**src/rtl/ps2_menu_key_decoder_if.sv**
```systemverilog
// PS/2 receive pins and menu-key outputs for ps2_menu_key_decoder.
// The slave modport is the decoder. The master modport is whatever drives the pins and reads the key.
// There is no valid/ready handshake on this bus.
// key is a level. key_stb and rx_err are single-cycle pulses on clk.
interface ps2_menu_key_decoder_if;
  logic       ps2_clk;
  logic       ps2_data;
  logic [3:0] key;
  logic       key_stb;
  logic       rx_err;
  logic [1:0] dbg_rx_state;
  logic [1:0] dbg_dec_state;

  modport master (
    output ps2_clk,
    output ps2_data,
    input  key,
    input  key_stb,
    input  rx_err,
    input  dbg_rx_state,
    input  dbg_dec_state
  );

  modport slave (
    input  ps2_clk,
    input  ps2_data,
    output key,
    output key_stb,
    output rx_err,
    output dbg_rx_state,
    output dbg_dec_state
  );
endinterface

```
**src/rtl/ps2_menu_key_decoder.sv**
```systemverilog
// PS/2 set-2 receiver and scan-code decoder for the menu text drawer.
// It is receive only and never drives the PS/2 lines.
// key holds the current menu key. key_stb pulses on each accepted make code.
module ps2_menu_key_decoder #(
  parameter int TIMEOUT_CYCLES = 65_000
) (
  input  logic                   clk,
  input  logic                   rst,
  ps2_menu_key_decoder_if.slave  bus
);

  localparam int CW = (TIMEOUT_CYCLES > 2) ? $clog2(TIMEOUT_CYCLES) : 1;
  localparam logic [CW-1:0] TO_LAST = CW'(TIMEOUT_CYCLES - 1);

  typedef enum logic [1:0] {RX_IDLE = 2'd0, RX_RECV = 2'd1, RX_CHECK = 2'd2} rx_state_e;
  typedef enum logic [1:0] {DEC_BASE = 2'd0, DEC_BREAK = 2'd1, DEC_EXT = 2'd2, DEC_EXT_BREAK = 2'd3} dec_state_e;

  // Map a set-2 scan code to a menu key code. 0 means the code is not mapped.
  function automatic logic [3:0] map_code(input logic [7:0] code);
    case (code)
      8'h16:   map_code = 4'h1;
      8'h1E:   map_code = 4'h2;
      8'h26:   map_code = 4'h3;
      8'h25:   map_code = 4'h4;
      8'h76:   map_code = 4'hF;
      default: map_code = 4'h0;
    endcase
  endfunction

  logic clk_s1_q, clk_s2_q, clk_s3_q, dat_s1_q, dat_s2_q;
  logic fall;

  rx_state_e     rx_state_q, rx_state_d;
  logic [10:0]   shift_q, shift_d;
  logic [3:0]    bit_cnt_q, bit_cnt_d;
  logic [CW-1:0] to_q, to_d;
  logic          byte_rdy, frame_err, timeout;
  logic [7:0]    rx_byte;
  logic          frame_ok;

  dec_state_e    dec_state_q, dec_state_d;
  logic [3:0]    key_q, key_d;
  logic          key_stb_q, key_stb_d;
  logic          rx_err_q, rx_err_d;
  logic [3:0]    mapped;

  // Synchronize both pins; the synchronizers reset to the idle-high bus level.
  always_ff @(posedge clk) begin
    if (rst) begin
      clk_s1_q <= 1'b1;
      clk_s2_q <= 1'b1;
      clk_s3_q <= 1'b1;
      dat_s1_q <= 1'b1;
      dat_s2_q <= 1'b1;
    end else begin
      clk_s1_q <= bus.ps2_clk;
      clk_s2_q <= clk_s1_q;
      clk_s3_q <= clk_s2_q;
      dat_s1_q <= bus.ps2_data;
      dat_s2_q <= dat_s1_q;
    end
  end

  assign fall = clk_s3_q & ~clk_s2_q;

  // After 11 shifts, shift_q holds stop, parity, d7..d0 and start from MSB down to LSB.
  assign rx_byte  = shift_q[8:1];
  assign frame_ok = ~shift_q[0] & shift_q[10] & (^shift_q[9:1]);

  // Receiver state register.
  always_ff @(posedge clk) begin
    if (rst) begin
      rx_state_q <= RX_IDLE;
      shift_q    <= '0;
      bit_cnt_q  <= '0;
      to_q       <= '0;
    end else begin
      rx_state_q <= rx_state_d;
      shift_q    <= shift_d;
      bit_cnt_q  <= bit_cnt_d;
      to_q       <= to_d;
    end
  end

  // Receiver next state: shift in one bit per fall, then check the frame.
  // An idle gap mid-frame aborts the frame.
  // A fall takes priority over a timeout in the same cycle.
  always_comb begin
    rx_state_d = rx_state_q;
    shift_d    = shift_q;
    bit_cnt_d  = bit_cnt_q;
    to_d       = to_q;
    byte_rdy   = 1'b0;
    frame_err  = 1'b0;
    timeout    = 1'b0;
    case (rx_state_q)
      RX_IDLE: begin
        to_d = '0;
        if (fall) begin
          shift_d    = {dat_s2_q, shift_q[10:1]};
          bit_cnt_d  = 4'd1;
          rx_state_d = RX_RECV;
        end
      end
      RX_RECV: begin
        if (fall) begin
          shift_d   = {dat_s2_q, shift_q[10:1]};
          bit_cnt_d = bit_cnt_q + 4'd1;
          to_d      = '0;
          if (bit_cnt_q == 4'd10) rx_state_d = RX_CHECK;
        end else if (to_q == TO_LAST) begin
          timeout    = 1'b1;
          to_d       = '0;
          bit_cnt_d  = '0;
          rx_state_d = RX_IDLE;
        end else begin
          to_d = to_q + 1'b1;
        end
      end
      RX_CHECK: begin
        bit_cnt_d  = '0;
        to_d       = '0;
        rx_state_d = RX_IDLE;
        if (frame_ok) byte_rdy  = 1'b1;
        else          frame_err = 1'b1;
      end
      default: rx_state_d = RX_IDLE;
    endcase
  end

  assign mapped = map_code(rx_byte);

  // Decoder state and registered outputs.
  always_ff @(posedge clk) begin
    if (rst) begin
      dec_state_q <= DEC_BASE;
      key_q       <= 4'h0;
      key_stb_q   <= 1'b0;
      rx_err_q    <= 1'b0;
    end else begin
      dec_state_q <= dec_state_d;
      key_q       <= key_d;
      key_stb_q   <= key_stb_d;
      rx_err_q    <= rx_err_d;
    end
  end

  // Decoder next state: follow the make, break and extended prefixes.
  // The decoder only advances when a byte has been accepted.
  always_comb begin
    dec_state_d = dec_state_q;
    key_d       = key_q;
    key_stb_d   = 1'b0;
    rx_err_d    = frame_err | timeout;
    if (byte_rdy) begin
      case (dec_state_q)
        DEC_BASE: begin
          if (rx_byte == 8'hF0)      dec_state_d = DEC_BREAK;
          else if (rx_byte == 8'hE0) dec_state_d = DEC_EXT;
          else if (mapped != 4'h0) begin
            key_d     = mapped;
            key_stb_d = 1'b1;
          end
        end
        DEC_BREAK: begin
          if (mapped != 4'h0 && mapped == key_q) key_d = 4'h0;
          dec_state_d = DEC_BASE;
        end
        DEC_EXT: begin
          if (rx_byte == 8'hF0) dec_state_d = DEC_EXT_BREAK;
          else                  dec_state_d = DEC_BASE;
        end
        DEC_EXT_BREAK: dec_state_d = DEC_BASE;
        default:       dec_state_d = DEC_BASE;
      endcase
    end
  end

  assign bus.key           = key_q;
  assign bus.key_stb       = key_stb_q;
  assign bus.rx_err        = rx_err_q;
  assign bus.dbg_rx_state  = rx_state_q;
  assign bus.dbg_dec_state = dec_state_q;

endmodule

```
**src/flat_wrapper.sv**
```systemverilog
// flat-port wrapper written by rule: the top's interface ports become plain ports
module ps2_menu_key_decoder_flat 
#(
  parameter int TIMEOUT_CYCLES = 65_000
)
  (clk, rst, bus_ps2_clk, bus_ps2_data, bus_key, bus_key_stb, bus_rx_err, bus_dbg_rx_state, bus_dbg_dec_state);
  ps2_menu_key_decoder_if bus_i ();
  input  logic clk;
  input  logic rst;
  input wire logic [$bits(bus_i.ps2_clk)-1:0] bus_ps2_clk;
  input wire logic [$bits(bus_i.ps2_data)-1:0] bus_ps2_data;
  output wire logic [$bits(bus_i.key)-1:0] bus_key;
  output wire logic [$bits(bus_i.key_stb)-1:0] bus_key_stb;
  output wire logic [$bits(bus_i.rx_err)-1:0] bus_rx_err;
  output wire logic [$bits(bus_i.dbg_rx_state)-1:0] bus_dbg_rx_state;
  output wire logic [$bits(bus_i.dbg_dec_state)-1:0] bus_dbg_dec_state;
  assign bus_i.ps2_clk = bus_ps2_clk;
  assign bus_i.ps2_data = bus_ps2_data;
  assign bus_key = bus_i.key;
  assign bus_key_stb = bus_i.key_stb;
  assign bus_rx_err = bus_i.rx_err;
  assign bus_dbg_rx_state = bus_i.dbg_rx_state;
  assign bus_dbg_dec_state = bus_i.dbg_dec_state;
  ps2_menu_key_decoder #(.TIMEOUT_CYCLES(TIMEOUT_CYCLES)) u_core (.clk(clk), .rst(rst), .bus(bus_i));
endmodule
```
**config.mk**
```make
export PLATFORM = sky130hd
export DESIGN_NAME = ps2_menu_key_decoder_flat
export DESIGN_NICKNAME = d
export VERILOG_FILES = /design/src/rtl/ps2_menu_key_decoder_if.sv /design/src/rtl/ps2_menu_key_decoder.sv /design/src/flat_wrapper.sv
export SDC_FILE = /design/constraint.sdc
export NUM_CORES = 1
export LEC_CHECK = 0
export ABC_AREA = 0
export CORE_ASPECT_RATIO = 0.8
export CORE_MARGIN = 2
export CORE_UTILIZATION = 50
export DETAILED_ROUTE_END_ITERATION = 10
export HOLD_SLACK_MARGIN = 0.15
export PLACE_DENSITY = 0.69
export SLEW_MARGIN = 40
export SYNTH_ARGS = -nofsm -noshare
export SYNTH_HDL_FRONTEND = slang
export SYNTH_SLANG_ARGS = --single-unit
```
**constraint.sdc**
```tcl
create_clock -name clk -period 2.3 [get_ports clk]
set_input_delay 0.345 -clock clk [delete_from_list [all_inputs] [get_ports clk]]
set_output_delay 0.345 -clock clk [all_outputs]
set_load 0.01 [all_outputs]
```
==> impl_results.md <==
- Met1 WL: roughly 2.5 mm
- Met2 WL: 2.11 mm
- Vias in the first global route: between 1500 and 2000
- Unrepaired setup endpoints after global routing: no
- IO Port Bufs: 13
- Highest Clock Rate: 0.472 GHz
- Detailed Route Iter0 Violations: 124
- Initial cell density of the core: 52.4%
- PwrDens: 499 nW/µm²
- Yosys reg bits: 46
- Clock tree buffer depth: 2
- Routability Congestion: 0.864
- Asr flop ratio synth: 0%
- Crit. Startpoint: u_core.shift_q[7]
- Gr usage total: 19.8%
- Final period util: 92.0%
- Clock latency on the worst-skew pair: 300 ps
- Synth unique cells: 50
- Core area: 4620 µm²
- Largest net degree at the start of global routing: 27
- Most frequent cells in the layout: dfxtp_1 (46), nand2_1 (34), nor2_1 (28)
- Worst min path class: flip-flop to flip-flop
- # setup viols final: 0
- Initial antenna violation count: 0
- Cell Rows: 22
- CP Max Fanout: 5
- Peak supply drop: approximately 0.00025 V
- Net switching power: 0.324 mW
- Post-synthesis instance total: ~280
- Drt drc: 0
- Routed wl met3: 164 µm
- Status: finished, final reports clean
- Worst hold path startpoint: u_core.dat_s1_q
- Antenna fix cells: 0
- Total congestion overflow: 0
- Post-CTS Hold Buffers: 0
- CTS Root Cell: clkbuf_8
- Seq/Total Area, Yosys: 38.0%
- Max cap viols: 0
- Nature of the critical path startpoint: flip-flop
- Via count: 1931
- Clk sinks: 46
- Layout cell share with drive strength beyond 1: 9.60%
- H-tree depth: 2
- Placed insts: 354
- Non-Filler Instances: 362
- WHS Endpoint: u_core.dat_s2_q
- Die ar.: approximately 5400 µm²
- Wire per inst: 13.3 µm
- Cts bufs inserted: 5
- Final Util: 59.4%
- TNS Setup: 0 ps
- Crit path required time: 2470 ps
- Most common cell after layout, fill and taps aside: dfxtp_1
- Pins over their slew limit: 0
- R2R Path End: u_core.bus.key[3]
- Post-route minimum period: 2120 ps
- Max Clock Skew: approximately 5.4 ps
- HPWL after detailed placement: 3.61 mm
- Total wire length: 4.82 mm
- Net Count, Synth: 305
- Net Sw Frac: 23.7%
- DR vias/cell: 5.33
- Reg2reg path depth: 7
- Top Layer Used: met4
- Crit path DAT: ~2300 ps
- Clk pin slew, worst setup/hold paths: 80 ps
- Final hold viol count: 0
- Post-route cell area: roughly 2700 µm²
- Setup CP Type: flip-flop to flip-flop
- Max_slew headroom: between 60% and 70%
- Worst hold stages: 1
- Synth warn: 0
- P_int: around 1.0 mW
- Total leakage power: 1.01 nW
- Endpoint type of the worst setup path: flip-flop
- CTS resizes: 0
- First-pass GRT wire length: 8.29 mm
- R2R Setup Slk: ~180 ps
- Total Power: 1.37 mW
- Die Ht: ~66 µm
- Sequential Power Share: 59.2%
- Launching point of the worst reg2reg path: u_core.shift_q[7]
- Clk pwr share: a little over a third
- Avg Inst Size Synth: 8.62 µm²
- Antenna Nets Post-Route: 0
- DIE WIDTH: 81.8 µm
- Area Overhead vs Synth: 13.4%
- I/O pin count: 14
- Logic pwr share: roughly 4.8%
- Worst-margin pin slew: 587 ps
- CTS tree: built
- Fin nets: 325
- Dpl cell area: 2660 µm²
- EDFF count, synth: 0
- Synth Flop Type: dfxtp_1
- Post-CTS setup repair buffer count: 0
- Synthesized cell area: 2420 µm²
- First-pass iteration count of the detailed router: 4
==> cell usage after synthesis (3+ instances only) <==
master,number,area [µm²]
nor2b_1,4,25.0
nand2_1,34,128
ha_1,20,250
nand2b_1,3,18.8
or4_1,3,22.5
nand3_1,6,30.0
nand4_1,12,75.1
a21o_1,3,22.5
nor3_1,5,25.0
o21ai_0,6,30.0
xnor2_1,11,96.3
a21oi_1,22,110
clkbuf_1,7,26.3
o22ai_1,3,18.8
xor2_1,7,61.3
or2_2,5,31.3
inv_1,20,75.1
nor2_1,28,105
dfxtp_1,46,921
==> stage by stage <==
stage	worst slack, ps	hold WS [ps]
finish	183	417
CTS	189	422
global route	2.61	436
global placement	165	394
detailed placement	196	398
floorplan	346	389
==> registers in the layout, indices dropped and copies added (netlist names) <==
signal and flops:
u_core.bit_cnt_q 4, u_core.bus.dbg_dec_state 2, u_core.bus.dbg_rx_state 2, u_core.bus.key 4
u_core.bus.key_stb 1, u_core.bus.rx_err 1, u_core.clk_s1_q 1, u_core.clk_s2_q 1
u_core.clk_s3_q 1, u_core.dat_s1_q 1, u_core.dat_s2_q 1, u_core.shift_q 11
u_core.to_q 16
==> routing by layer <==
metal,GRT usage (%),vias up
met5,0,-
met4,6.67,0
met3,4.64,7
met2,29.6,29
met1,27.9,885
li1,-,1010
==> how the worst max path moves through the flow <==
stage                        endpoint  cells past startpoint
floorplan           u_core.bus.key[1]                      7
global placement      u_core.to_q[13]                      6
detailed placement  u_core.bus.key[3]                      7
CTS                 u_core.bus.key[3]                      7
global route        u_core.bus.key[1]                      7
finish              u_core.bus.key[3]                      7
==> area by class of cell <==
class | instances | area [µm²]
fill | 422 | 1880
multi-input combinational | 207 | 1400
sequential | 46 | 921
timing repair buffer | 21 | 190
inverter | 20 | 75.1
tap | 60 | 75.1
clock buffer | 6 | 72.6
clock inverter | 2 | 13.8
==> critical path, stage by stage, from the launching register on <==
cell      delay [ps]
dfxtp_1          420
inv_1             70
ha_1             320
xnor3_1          380
xnor2_2          170
nand4_1          130
a221oi_2         360
o22ai_1          140
==> cells by family (layout without fill, tap and decap cells) <==
group           count (synthesis)  in the layout  synth area share (%)
simple gates                  116            116                  25.3
fa+ha+maj                      20             20                  10.3
compound gates                 50             50                  13.4
flops                          46             46                  38.0
xor+xnor                       20             20                  8.11
mux                             1              1                 0.413
buf+inv                        28             49                  4.39
==> power by group through the flow <==
stage / clock [mW] / sequential [mW] / combinational [mW]
after floorplan: 0 / 0.828 / 0.0430
after global placement: 0 / 0.828 / 0.0637
after detailed placement: 0 / 0.829 / 0.0655
after CTS: 0.513 / 0.810 / 0.0657
after global routing: 0.545 / 0.812 / 0.0729
final: 0.494 / 0.810 / 0.0651
Note: power is estimated with default switching activity, not from simulation.
